**src/rtl/vsetvl_unit.sv**
```systemverilog
// vsetvl_unit: executes vsetvli/vsetivli/vsetvl, computes VLMAX and the new vl,
// and commits the architectural vtype/vl state seen by the vector datapath.
module vsetvl_unit #(
    parameter int VLEN = 128,
    parameter int XLEN = 32,
    parameter int ELEN = 64,
    localparam int VL_W = $clog2(VLEN) + 1
) (
    input  logic            clk,
    input  logic            rst,
    input  logic            req_valid,
    output logic            req_ready,
    input  logic [2:0]      req_vsew,
    input  logic [2:0]      req_vlmul,
    input  logic [XLEN-1:0] req_avl,
    input  logic [1:0]      req_mode,
    output logic            resp_valid,
    input  logic            resp_ready,
    output logic [XLEN-1:0] resp_vl,
    output logic [VL_W-1:0] csr_vl,
    output logic [2:0]      csr_vsew,
    output logic [2:0]      csr_vlmul,
    output logic            csr_vill,
    output logic [VL_W-1:0] csr_vlmax
);

    typedef enum logic [1:0] {
        IDLE = 2'd0,
        CALC = 2'd1,
        RESP = 2'd2
    } state_t;

    state_t          state_q;
    logic            req_ready_q;
    logic            resp_valid_q;
    logic [2:0]      vsew_q;
    logic [2:0]      vlmul_q;
    logic [XLEN-1:0] avl_q;
    logic [1:0]      mode_q;
    logic [XLEN-1:0] resp_vl_q;
    logic [VL_W-1:0] csr_vl_q;
    logic [2:0]      csr_vsew_q;
    logic [2:0]      csr_vlmul_q;
    logic            csr_vill_q;
    logic [VL_W-1:0] csr_vlmax_q;

    logic [2:0]      sew_shift;
    logic [VL_W-1:0] vlmax_c;
    logic            illegal;
    logic [XLEN-1:0] vl_d;
    logic [VL_W-1:0] vlmax_d;
    logic [2:0]      vsew_d;
    logic [2:0]      vlmul_d;
    logic            vill_d;

    // Shift right first: VLEN >= 64 keeps VLEN/SEW exact, and the
    // result never exceeds VLEN, so VL_W bits suffice throughout.
    always_comb begin
        sew_shift = {1'b0, vsew_q[1:0]} + 3'd3;
        vlmax_c   = (VL_W'(VLEN) >> sew_shift) << vlmul_q[1:0];
        illegal   = vsew_q[2] | vlmul_q[2] | (mode_q == 2'b11)
                  | ((32'd8 << vsew_q[1:0]) > ELEN);
        vl_d      = '0;
        unique case (mode_q)
            2'b00: vl_d = (avl_q < XLEN'(vlmax_c)) ? avl_q : XLEN'(vlmax_c);
            2'b01: vl_d = XLEN'(vlmax_c);
            2'b10: begin
                vl_d = XLEN'(csr_vl_q);
                if (csr_vill_q || (csr_vl_q > vlmax_c)) illegal = 1'b1;
            end
            default: vl_d = '0;
        endcase
        if (illegal) begin
            vl_d    = '0;
            vlmax_d = '0;
            vsew_d  = '0;
            vlmul_d = '0;
            vill_d  = 1'b1;
        end else begin
            vlmax_d = vlmax_c;
            vsew_d  = vsew_q;
            vlmul_d = vlmul_q;
            vill_d  = 1'b0;
        end
    end

    always_ff @(posedge clk) begin
        if (rst) begin
            state_q      <= IDLE;
            req_ready_q  <= 1'b1;
            resp_valid_q <= 1'b0;
            vsew_q       <= '0;
            vlmul_q      <= '0;
            avl_q        <= '0;
            mode_q       <= '0;
            resp_vl_q    <= '0;
            csr_vl_q     <= '0;
            csr_vsew_q   <= '0;
            csr_vlmul_q  <= '0;
            csr_vill_q   <= 1'b1;
            csr_vlmax_q  <= '0;
        end else begin
            unique case (state_q)
                IDLE: begin
                    if (req_valid) begin
                        vsew_q      <= req_vsew;
                        vlmul_q     <= req_vlmul;
                        avl_q       <= req_avl;
                        mode_q      <= req_mode;
                        req_ready_q <= 1'b0;
                        state_q     <= CALC;
                    end
                end
                CALC: begin
                    resp_vl_q    <= vl_d;
                    csr_vl_q     <= VL_W'(vl_d);
                    csr_vsew_q   <= vsew_d;
                    csr_vlmul_q  <= vlmul_d;
                    csr_vill_q   <= vill_d;
                    csr_vlmax_q  <= vlmax_d;
                    resp_valid_q <= 1'b1;
                    state_q      <= RESP;
                end
                RESP: begin
                    if (resp_ready) begin
                        resp_valid_q <= 1'b0;
                        req_ready_q  <= 1'b1;
                        state_q      <= IDLE;
                    end
                end
                default: begin
                    state_q      <= IDLE;
                    req_ready_q  <= 1'b1;
                    resp_valid_q <= 1'b0;
                end
            endcase
        end
    end

    assign req_ready  = req_ready_q;
    assign resp_valid = resp_valid_q;
    assign resp_vl    = resp_vl_q;
    assign csr_vl     = csr_vl_q;
    assign csr_vsew   = csr_vsew_q;
    assign csr_vlmul  = csr_vlmul_q;
    assign csr_vill   = csr_vill_q;
    assign csr_vlmax  = csr_vlmax_q;

endmodule

```
**config.mk**
```make
export PLATFORM = sky130hd
export DESIGN_NAME = vsetvl_unit
export DESIGN_NICKNAME = d
export VERILOG_FILES = /design/src/rtl/vsetvl_unit.sv
export SDC_FILE = /design/constraint.sdc
export NUM_CORES = 1
export LEC_CHECK = 0
export ABC_CLOCK_PERIOD_IN_PS = 2700
export CAP_MARGIN = 20
export CORE_MARGIN = 2
export CORE_UTILIZATION = 43
export DETAILED_ROUTE_END_ITERATION = 10
export HOLD_SLACK_MARGIN = 0.06
export PLACE_DENSITY = 0.75
export SYNTH_ARGS = -nofsm -noshare
export SYNTH_HDL_FRONTEND = slang
export SYNTH_SLANG_ARGS = --single-unit
```
**constraint.sdc**
```tcl
create_clock -name clk -period 2.7 [get_ports clk]
set_input_delay 0.81 -clock clk [delete_from_list [all_inputs] [get_ports clk]]
set_output_delay 0.81 -clock clk [all_outputs]
set_load 0.02 [all_outputs]
```
== Yosys cells after proc, flatten, opt, wreduce, memory -nomap -nowiden ==
Cells that the tools add are included.

* Add/subtract/negate cells: 1
* $mul: 0
* Div/mod/pow operators: 0
* Magnitude comparators: 3
* Equality and inequality tests: 7
* Shift operators: 3
* Muxes and demuxes: 17
* Bitwise operators: 5
* Reduce and logical (&&, ||, !) cells: 7

{| class="wikitable"
|+ Operator list
! kind !! number
|-
| 32-bit one-hot mux with 3 select lines || 1
|-
| 32-bit 2-to-1 mux || 2
|-
| 32-bit by 7-bit > comparator with 1-bit output, second input constant || 1
|-
| 32-bit by 8-bit less-than comparator with 1-bit output || 1
|-
| 4-bit by 2-bit << shifter with 32-bit output, first input constant || 1
|-
| 8-bit > comparator || 1
|-
| 8-bit 2-to-1 mux || 1
|-
| 8-bit by 2-bit << shifter with 8-bit output || 1
|-
| 8-bit by 3-bit >> shifter with 8-bit output, first input constant || 1
|-
| 2-bit == test, second input constant || 3
|-
| 1-bit 2-to-1 mux || 6
|-
| 3-bit 2-to-1 mux || 2
|-
| 1-bit one-hot mux with 3 select lines || 2
|-
| 2-bit one-hot mux with 3 select lines || 1
|-
| 2-bit AND reduction || 3
|-
| 2-bit by 1-bit == test with 1-bit output, second input constant || 2
|-
| 2-bit logical NOT || 2
|-
| 2-bit 2-to-1 mux || 2
|-
| 2-bit != test, second input constant || 2
|-
| 2-bit by 2-bit adder with 3-bit output, second input constant || 1
|-
| 1-bit OR || 3
|-
| 3-bit AND reduction || 1
|-
| 1-bit inverter || 2
|-
| 1-bit logical OR || 1
|}

* Register bits: 99
* Bits in latches: 0
* Bits in writable memories: 0
* Bits in read-only memories: 0
* Input port bits: 44
* Output and inout port bits: 57
* Word-level logic and storage cells: 56
* Memories: 0

== Logic depth before layout (Yosys ltp) ==
Gate-level depths: netlist of run 1.

* Depth in word-level cells: 8
* Depth in mapped cells: 13
* Mapped depth without buffers: 11

== Least setup slack after synthesis of run 1 ==
Ideal clock, no wire load.

* Path kind: register to register
* From: register vsew_q[0]
* To: register resp_vl_q[0] (netlist: resp_vl[0])
* Library setup time: 0.117 ns
* Data arrival time: 2.424 ns
* Data required time: 2.583 ns
* Slack: 0.159 ns
* Cell stages (with the launch flop): 13
* Buffers on the path: 2
* Period minus slack after synthesis: 2.541 ns
* Cell sequence: dfxtp_1 buf_6 and2b_4 nand2_1 ha_1 nand2_1 a311oi_1 o22ai_1 o311ai_0 a21o_2 buf_2 o22ai_1 o2bb2ai_1

* Word-level cells in the longest chain between the ends: 8
* Elaborated cells between the ends (all ways): 14
* Those cells by class: add/sub (1); order compare (3); shift (3); mux (5); bitwise (1); reduce/logical (1)

{| class="wikitable"
|+ RTL lines
! what !! RTL line !! source
|-
| start, declared || 36 || <nowiki>logic [2:0] vsew_q;</nowiki>
|-
| start signal, assigned || 106 || <nowiki>vsew_q <= req_vsew;</nowiki>
|-
| parallel branches: the longest is 7 deep, another holds 32-bit by 8-bit less-than comparator with 1-bit output || - ||
|-
| 32-bit 2-to-1 mux * || 73 || <nowiki>if (illegal) begin</nowiki>
|-
| end signal, assigned || 115 || <nowiki>resp_vl_q <= vl_d;</nowiki>
|-
| end, declared || 40 || <nowiki>logic [XLEN-1:0] resp_vl_q;</nowiki>
|}

Mark *: on every way between the ends.
A chain may end at the register's enable or synchronous reset.

== Final worst setup path of run 1 ==
* From: register vsew_q[1]
* To: register resp_vl_q[6] (netlist: resp_vl[6])

The elaborated chain is that of the path after synthesis.

==> results of run 1 <==
## state kept, by name, indices dropped and copies added (netlist names)
| register | count |
|---|---|
| avl_q | 32 |
| resp_vl | 32 |
| csr_vlmax | 7 |
| csr_vlmul | 3 |
| csr_vsew | 3 |
| vlmul_q | 3 |
| vsew_q | 3 |
| mode_q | 2 |
| state_q | 2 |
| csr_vill | 1 |
| req_ready | 1 |
| resp_valid | 1 |
## metal layers
layer | up-vias | GRT usage | part of all wire
met4 | 0 | 0.0748 | 0.025
met2 | 90 | 0.297 | 0.45
met1 | 1507 | 0.243 | 0.47
li1 | 1634 | - | -
met5 | - | 0 | 0
met3 | 22 | 0.0403 | 0.052
## path summary, 6_finish.rpt
path                                           endpoint  slack [ns]
worst max register to register  resp_vl[6]$_SDFFE_PP0P_        0.19
worst min-delay path             avl_q[18]$_SDFFE_PP0P_        0.46
worst max-delay path            resp_vl[6]$_SDFFE_PP0P_        0.19
worst min register to register   avl_q[18]$_SDFFE_PP0P_        0.46
## where the power goes
part / total, W / internal [W] / switching [W]
Clock: 0.000921 / 0.000434 / 0.000487
Combinational: 0.000392 / 0.000187 / 0.000204
Sequential: 0.00142 / 0.00138 / 0.0000426
Total: 0.00273 / 0.00200 / 0.000734
## tightest hold or removal path: cells and delay by family, from the launching register on
| family | cells | cell delay [ns] |
|---|---|---|
| DFF | 1 | 0.32 |
| and+or+nand+nor | 1 | 0.05 |
| AOI/OAI and AO/OA | 1 | 0.05 |
## cell families (layout without fill, tap and decap cells)
| kind of cell | after synthesis | count (layout) | share of synthesized area |
|---|---|---|---|
| multiplexers | 1 | 1 | 0.00266 |
| XOR/XNOR | 6 | 6 | 0.0210 |
| AND/OR/NAND/NOR | 199 | 199 | 0.256 |
| buffers and inverters | 44 | 136 | 0.0666 |
| flip-flops | 90 | 90 | 0.480 |
| other | 1 | 1 | 0.000998 |
| adder cells (fa/ha/maj) | 7 | 7 | 0.0233 |
| AO/OA/AOI/OAI | 89 | 89 | 0.150 |
## Yosys cell counts (all sizes together), types with 2 or more instances
cell	count	area, sq um
nand2	113	424
dfxtp	90	1800
a21oi	46	234
and2	27	169
clkbuf	19	75.1
buf	18	149
o21ai	15	75.1
nor2	14	52.6
nand3b	10	75.1
or3	9	57.6
a32oi	7	61.3
ha	7	87.6
inv	7	26.3
nor4	7	43.8
nand3	6	35.0
a211oi	5	37.5
nand2b	4	32.5
nor2b	4	30.0
xnor2	4	53.8
a21o	2	16.3
nor3	2	10.0
o22ai	2	12.5
o2bb2ai	2	17.5
xor2	2	25.0
## layout make-up
class                           instances  area share
Timing Repair Buffer                  113       0.221
Multi-Input combinational cell        303       0.350
Clock inverter                          5      0.0124
Tap cell                              108      0.0268
Sequential cell                        90       0.358
Clock buffer                           11      0.0260
Inverter                                7     0.00521
## cells in the final DEF (no fill, tap or decap), types with 3 or more instances in the layout
cell type | Yosys | layout
buf_4 | 9 | 12
clkbuf_8 | 0 | 9
nand3_1 | 5 | 4
a211oi_1 | 5 | 5
nand3b_1 | 10 | 10
inv_1 | 7 | 7
ha_1 | 7 | 5
or3_1 | 8 | 8
o21ai_0 | 14 | 14
xnor2_1 | 3 | 3
nor2_1 | 14 | 12
dfxtp_1 | 90 | 88
nor4_1 | 7 | 7
a32oi_1 | 7 | 7
nand2_1 | 113 | 112
clkdlybuf4s50_1 | 0 | 98
and2_1 | 27 | 27
a21oi_1 | 45 | 45
## per-stage QoR
stage,power (W),util
2_1_floorplan,0.00168,-
3_3_place_gp,0.00182,0.557
3_5_place_dp,0.00183,0.557
4_1_cts,0.00273,0.579
5_1_grt,0.00284,0.587
6_report,0.00273,0.587
==> results by group, run 1 <==
Outcome
  • Result of the run: finished clean

STA
  • Fin crit share: 0.929
  • Period minus WS final: approximately 2.5 ns
  • Fmax: 0.399 GHz
  • Setup WS post-layout: 0.193 ns
  • Rel. slew slack: 0.621
  • # setup viols final: 0
  • Layout Skew: approximately 0.011 ns
  • Final hold viol count: 0
  • Final slew viol count: 0
  • Slew @ Worst Pin: around 0.56 ns
  • Unrepaired setup endpoints after global routing: no
  • Min Hold Slack: between 0.4 and 0.5 ns
  • Setup_tns: 0 ns

Setup path
  • CP delay by family, top: simple AND/OR/NAND/NOR gates
  • CP endpoint kind: flop
  • Slowest cell on the critical path: dfxtp_1
  • CP max stage delay: just over 0.4 ns
  • Arr. time, crit path: between 2 and 3 ns
  • CP bufs+invs: 1
  • WS Path Type: flop to flop
  • Crit. path cell count: 9
  • Worst R2R Path Depth: 9
  • CP Max Fanout: 17
  • Worst path cell trace: nor2b_4 -> nand3_1 -> ha_1 -> nand2_1 -> or3_1 -> o31a_1 -> a21o_2 -> buf_12 -> a32oi_1
  • Reg2Reg Launch Point: vsew_q[1]$_SDFFE_PP0P_
  • Crit. Startpoint: vsew_q[1]$_SDFFE_PP0P_
  • Critical path launch point type: flop
  • Worst EP required: ~3 ns

Yosys
  • Synth Register Bits: 90
  • Synth warn: 0
  • Asr flop ratio synth: 0
  • Syn nets: 488
  • Synthesized instance count: ~440
  • Synth cell types: 52
  • Average size of a mapped cell: between 8 and 9 sq um
  • EDFF count, synth: 0
  • Mapped cell area: about 0.0038 sq mm
  • Synth Flop Type: dfxtp_1
  • Post-synthesis sequential area ratio: 0.480

Placed design
  • DP Cell Count: approximately 620
  • DP Area: 0.00479 sq mm
  • Port Buf Inserts: 99
  • Post-place setup slack: about 0.09 ns
  • GPL Wtd Cong: 0.874
  • Post-DP HPWL: 6400 microns

Finish
  • Antenna diodes: 0
  • Area grow syn2layout: 34.3%
  • Fin area: a little over 0.005 sq mm
  • Register Area: approximately 0.0018 sq mm
  • Finished Layout Cells: about 640
  • Nets: 575
  • Fraction of layout cells with a size suffix above 1: 0.0983
  • Fill cells: about 800
  • Multi-input gate area: ~0.0018 sq mm

Clock network
  • Clk root buf: clkbuf_8
  • Post-CTS Setup Bufs: 0
  • TritonCTS Sinks: 90
  • CTS tree: built
  • PostCTS Resize Cnt: 0
  • TritonCTS Buffers: 9
  • Reg clk slew, reported paths: 0.09 ns
  • Worst-skew pair later-pin latency: approximately 0.36 ns
  • # H-tree levels: 3
  • Clock buffer depth: 2
  • CTS Hold Buffers Added: 0

Min path
  • Hold Path Cell Cnt: 2
  • Worst hold path class: flop to flop
  • Worst Hold Launch: avl_q[18]$_SDFFE_PP0P_

Floorplan
  • Core footprint: 0.00859 sq mm
  • Die Area: between 0.009 and 0.01 sq mm
  • # rows: 34
  • Starting Density: 0.437
  • Height of the die: 97.5 microns
  • # IOs: between 100 and 150
  • Die width: 97.5 microns

GRT
  • Remaining Overflow, GRT: 0
  • Number of antenna violations at the first check in global routing: 0
  • Vias in the first global route: approximately 3000
  • Gr usage total: 0.185
  • First-pass GRT wire length: about 14000 microns
  • Pin count of the biggest net entering global routing: between 40 and 50

Route
  • Wire per inst: approximately 14 microns
  • Initial DRC Count: ~150
  • DR DRC count: 0
  • Post-route ant nets: 0
  • WL final: ~9000 microns
  • Vias: 3253
  • DR pass1 iterations: 4
  • Routed vias/inst: approximately 5.1

Power
  • Worst IR Drop VDD: around 0.3 mV
  • Power Dens Cells: approximately 540 mW/mm^2
  • Static Leak: 1.83 nW

Flow run
  • Max-capacitance violation count: 0
No activity file was read; power rests on OpenSTA's default activity.
==> run 2: changes to the inputs <==
--- a/config.mk
+++ b/config.mk
@@ -5,13 +5,14 @@
 export SDC_FILE = /design/constraint.sdc
 export NUM_CORES = 1
 export LEC_CHECK = 0
+export ABC_AREA = 1
 export ABC_CLOCK_PERIOD_IN_PS = 2700
 export CAP_MARGIN = 20
 export CORE_MARGIN = 2
-export CORE_UTILIZATION = 43
+export CORE_UTILIZATION = 44
 export DETAILED_ROUTE_END_ITERATION = 10
 export HOLD_SLACK_MARGIN = 0.06
-export PLACE_DENSITY = 0.75
+export PLACE_DENSITY = 0.76
 export SYNTH_ARGS = -nofsm -noshare
 export SYNTH_HDL_FRONTEND = slang
 export SYNTH_SLANG_ARGS = --single-unit
==> run 2 against run 1 <==
Compared with the run above:
- fmax decreased by 2.4%
- die area increased by 0.70%
- first-iteration DRC count decreased by 3.4%
- worst setup slack got worse by 0.063 ns
- sequential share of layout area decreased by 0.77 points
- core utilization increased by 0.87 points
- combinational power increased by 24%
- highest routed layer unchanged
- wire length increased by 6.6%
- via count increased by 15%
- critical path type unchanged
- clock power increased by 22%
- area after synthesis increased by 3.1%
- final cell count increased by 15%
- largest cell class unchanged
==> results by group, run 2 <==
Yosys
  • Syn nets: 585 (+20%)
  • Post-synth top area cell: dfxtp_1
  • Post-synthesis mux area share: 0 (-0.00266)
  • Post-synthesis sequential area ratio: 0.465 (-0.0143)
  • Post-Synth Adder-Cell Area: 0.0226 (-0.000693)
  • Synth warn: 0 (unchanged)
  • Synthesized instance count: 534 (+22%)
  • Synth Register Bits: 90 (unchanged)
  • Synth cell types: 31 (-40%)
  • Main combinational cell family by area after synthesis: simple AND/OR/NAND/NOR gates
  • Average size of a mapped cell: 7.25 sq um (-16%)
  • Most common cell in the netlist: nor2_1
  • Synth Flop Type: dfxtp_1
  • Compound-gate portion of the synthesized area: 0.122 (-0.0277)
  • Xor and xnor fraction of the mapped netlist area: 0 (-0.0210)
  • Area contributors post-synth: dfxtp_1 (47%), nor2_1 (11%), nand2_1 (9.2%), nand3_1 (5.8%), o21ai_0 (5.8%)
  • Simple-Gate Fraction of Synth Area: 0.303 (+0.0470)
  • Commonest cells post-synth: nor2_1 (110), nand2_1 (95), dfxtp_1 (90)
  • EDFF count, synth: 0 (unchanged)
  • Asr flop ratio synth: 0 (unchanged)
  • Mapped cell area: 0.00387 sq mm (+3.1%)
  • Yosys top cell area share: 0.465 (-0.0143)

Setup path
  • WS Path Type: flop to flop
  • CP endpoint kind: flop
  • Arr. time, crit path: 2.80 ns (about the same)
  • Worst R2R Path Depth: 16 (+7)
  • FF-to-FF End: resp_vl[6]$_SDFFE_PP0P_
  • Critical path launch point type: flop
  • Worst EP required: 2.93 ns (-0.05 ns)
  • CP Max Fanout: 7 (-10)
  • Reg2Reg Launch Point: vsew_q[0]$_SDFFE_PP0P_
  • R2r setup slk: 0.13 ns (-0.06 ns)

Placed design
  • Post-DP HPWL: 6860 microns (+7.2%)
  • Port Buf Inserts: 99 (unchanged)
  • DP Area: 0.00488 sq mm (+1.9%)
  • DP Cell Count: 715 (+15%)
  • GPL Wtd Cong: 0.938 (+7.3%)
  • Post-place setup slack: 0.228 ns (+0.139 ns)

STA
  • Rel. slew slack: 0.643 (+0.0220)
  • Layout Skew: 0.00947 ns (-0.00161 ns)
  • Setup WS post-layout: 0.130 ns (-0.0629 ns)
  • Final slew viol count: 0 (unchanged)
  • Period minus WS final: 2.57 ns (+0.0629 ns)
  • Fmax: 0.389 GHz (-2.4%)
  • # setup viols final: 0 (unchanged)
  • Setup_tns: 0 ns (unchanged)
  • Fin crit share: 0.952 (+0.0233)
  • Final hold viol count: 0 (unchanged)
  • Slew @ Worst Pin: 0.533 ns (-0.0311 ns)

Outcome
  • Result of the run: finished clean

Route
  • Wire per inst: 13.0 microns (-7.4%)
  • Post-route ant nets: 0 (unchanged)
  • Routed vias/inst: 5.09 (-0.35%)
  • DR DRC count: 0 (unchanged)
  • WL final: 9540 microns (+6.6%)
  • DR pass1 iterations: 5 (+1)
  • Vias: 3730 (+15%)
  • Initial DRC Count: 140 (-3.4%)

Clock network
  • Clk root buf: clkbuf_8
  • Clock buffer depth: 2 (unchanged)
  • Reg clk slew, reported paths: 0.09 ns (about the same)
  • Worst-skew pair later-pin latency: 0.36 ns (about the same)
  • CTS Hold Buffers Added: 0 (unchanged)
  • CTS tree: built
  • TritonCTS Buffers: 9 (unchanged)
  • TritonCTS Sinks: 90 (unchanged)
  • # H-tree levels: 3 (unchanged)

Finish
  • Area grow syn2layout: 32.9%
  • Fill cells: 780 (-1.6%)
  • Fraction of layout cells with a size suffix above 1: 0.0752 (-0.0231)
  • Post-layout util: 0.596 (+0.00870)
  • Finished Layout Cells: 733 (+15%)
  • Most frequent cells in the layout: nor2_1 (110), clkdlybuf4s50_1 (98), nand2_1 (95)
  • Antenna diodes: 0 (unchanged)
  • Most common cell after layout, fill and taps aside: nor2_1
  • Nets: 671 (+17%)
  • Fin area: 0.00514 sq mm (+2.0%)

Floorplan
  • # IOs: 101 (unchanged)
  • Die Area: 0.00956 sq mm (+0.70%)
  • Die width: 97.8 microns (+0.35%)
  • Starting Density: 0.448 (+0.0112)
  • Height of the die: 97.8 microns (+0.35%)
  • Core footprint: 0.00864 sq mm (+0.50%)
  • # rows: 34 (unchanged)

Min path
  • Worst Hold Launch: resp_vl[13]$_SDFFE_PP0P_
  • Hold EP: resp_vl[13]$_SDFFE_PP0P_
  • Worst hold path class: flop to flop
  • Hold Path Cell Cnt: 2 (unchanged)

Power
  • Static Leak: 2.06 nW (+13%)
  • Power Dens Cells: 593 mW/mm^2 (+9.5%)
  • Worst IR Drop VDD: 0.318 mV (+8.4%)

GRT
  • Gr usage total: 0.202 (+0.0175)
  • Vias in the first global route: 3600 (+17%)
  • Pin count of the biggest net entering global routing: 47 (+4.4%)
  • Number of antenna violations at the first check in global routing: 0 (unchanged)
  • First-pass GRT wire length: 16000 microns (+12%)
  • Remaining Overflow, GRT: 0 (unchanged)

Flow run
  • Max-capacitance violation count: 0 (unchanged)
==> run 2: changes by cell type after synthesis, sizes merged, moves of 7 or more <==
cell   delta
nor4      -7
a21oi    -11
nand2    -10
a32oi     -7
or3       -9
and2     -26
nor2     +98
inv      +30
nand3    +41
o21ai    +30
==> run 2: timing repair <==
action / 4_1_cts / 5_1_grt
buffers inserted: 0 / 1
setup endpoints to repair: 0 / 16
hold endpoints to repair: 0 / 0
gates resized for setup: 0 / 2
==> run 2: kinds of logic after synthesis <==
| family | Yosys count |
|---|---|
| other cells | 1 |
| buf+inv | 73 |
| fa+ha+maj | 7 |
| compound gates | 87 |
| simple gates | 276 |
| flops | 90 |
==> run 2: worst max-delay path by stage <==
stage | startpoint | slack [ns] | endpoint
finish | vsew_q[0]$_SDFFE_PP0P_ | 0.13 | resp_vl[6]$_SDFFE_PP0P_
global route | vsew_q[0]$_SDFFE_PP0P_ | -0.06 | resp_vl[6]$_SDFFE_PP0P_
CTS | vlmul_q[1]$_SDFFE_PP0P_ | 0.20 | resp_vl[5]$_SDFFE_PP0P_
detailed placement | vlmul_q[1]$_SDFFE_PP0P_ | 0.23 | resp_vl[5]$_SDFFE_PP0P_
global placement | vlmul_q[1]$_SDFFE_PP0P_ | 0.34 | resp_vl[1]$_SDFFE_PP0P_
floorplan | vlmul_q[1]$_SDFFE_PP0P_ | 0.56 | resp_vl[2]$_SDFFE_PP0P_
==> run 2: power by group <==
part / leakage (nW) / switching [W] / total, W / internal, W
sequential: 0.736 / 0.0000460 / 0.00144 / 0.00139
combinational: 1.21 / 0.000292 / 0.000488 / 0.000196
clock: 0.116 / 0.000503 / 0.00112 / 0.000621
total: 2.06 / 0.000841 / 0.00305 / 0.00221
==> run 2: layout make-up <==
type                       count  area, sq um  area share
tap                          108          135      0.0263
clock buffer                   9          124      0.0241
timing repair buffer         109         1060       0.206
multi-input combinational    372         1760       0.341
inverter                      38          143      0.0277
sequential                    90         1800       0.350
clock inverter                 7          123      0.0238
==> run 2: critical path: stages, from the launching register on <==
cell and delay, ns:
dfxtp_1 0.38, nor2_1 0.18, nand2_1 0.11, nor2_1 0.15
inv_1 0.11, ha_1 0.30, nand2_1 0.08, nand4_1 0.09
nor2_1 0.11, nand3b_1 0.13, buf_4 0.17, a21oi_2 0.20
nand3b_1 0.14, nand3_1 0.11, nand2_1 0.05, nand3_1 0.06
a21oi_1 0.06
==> run 2: per-layer routing <==
metal,wire length (microns),track usage,vias to the layer above,share of wire
li1,-,-,1887,-
met1,4030,0.238,1693,0.42
met2,4620,0.346,132,0.48
met3,718,0.0659,18,0.075
met4,175,0.0748,0,0.018
met5,0,0,-,0
==> run 2: metrics by stage <==
stage                     hold WS [ns]  power [W]
after floorplan                  0.450    0.00178
after global placement           0.426    0.00193
after detailed placement         0.429    0.00195
after CTS                        0.446    0.00306
after global routing             0.459    0.00319
final                            0.440    0.00305
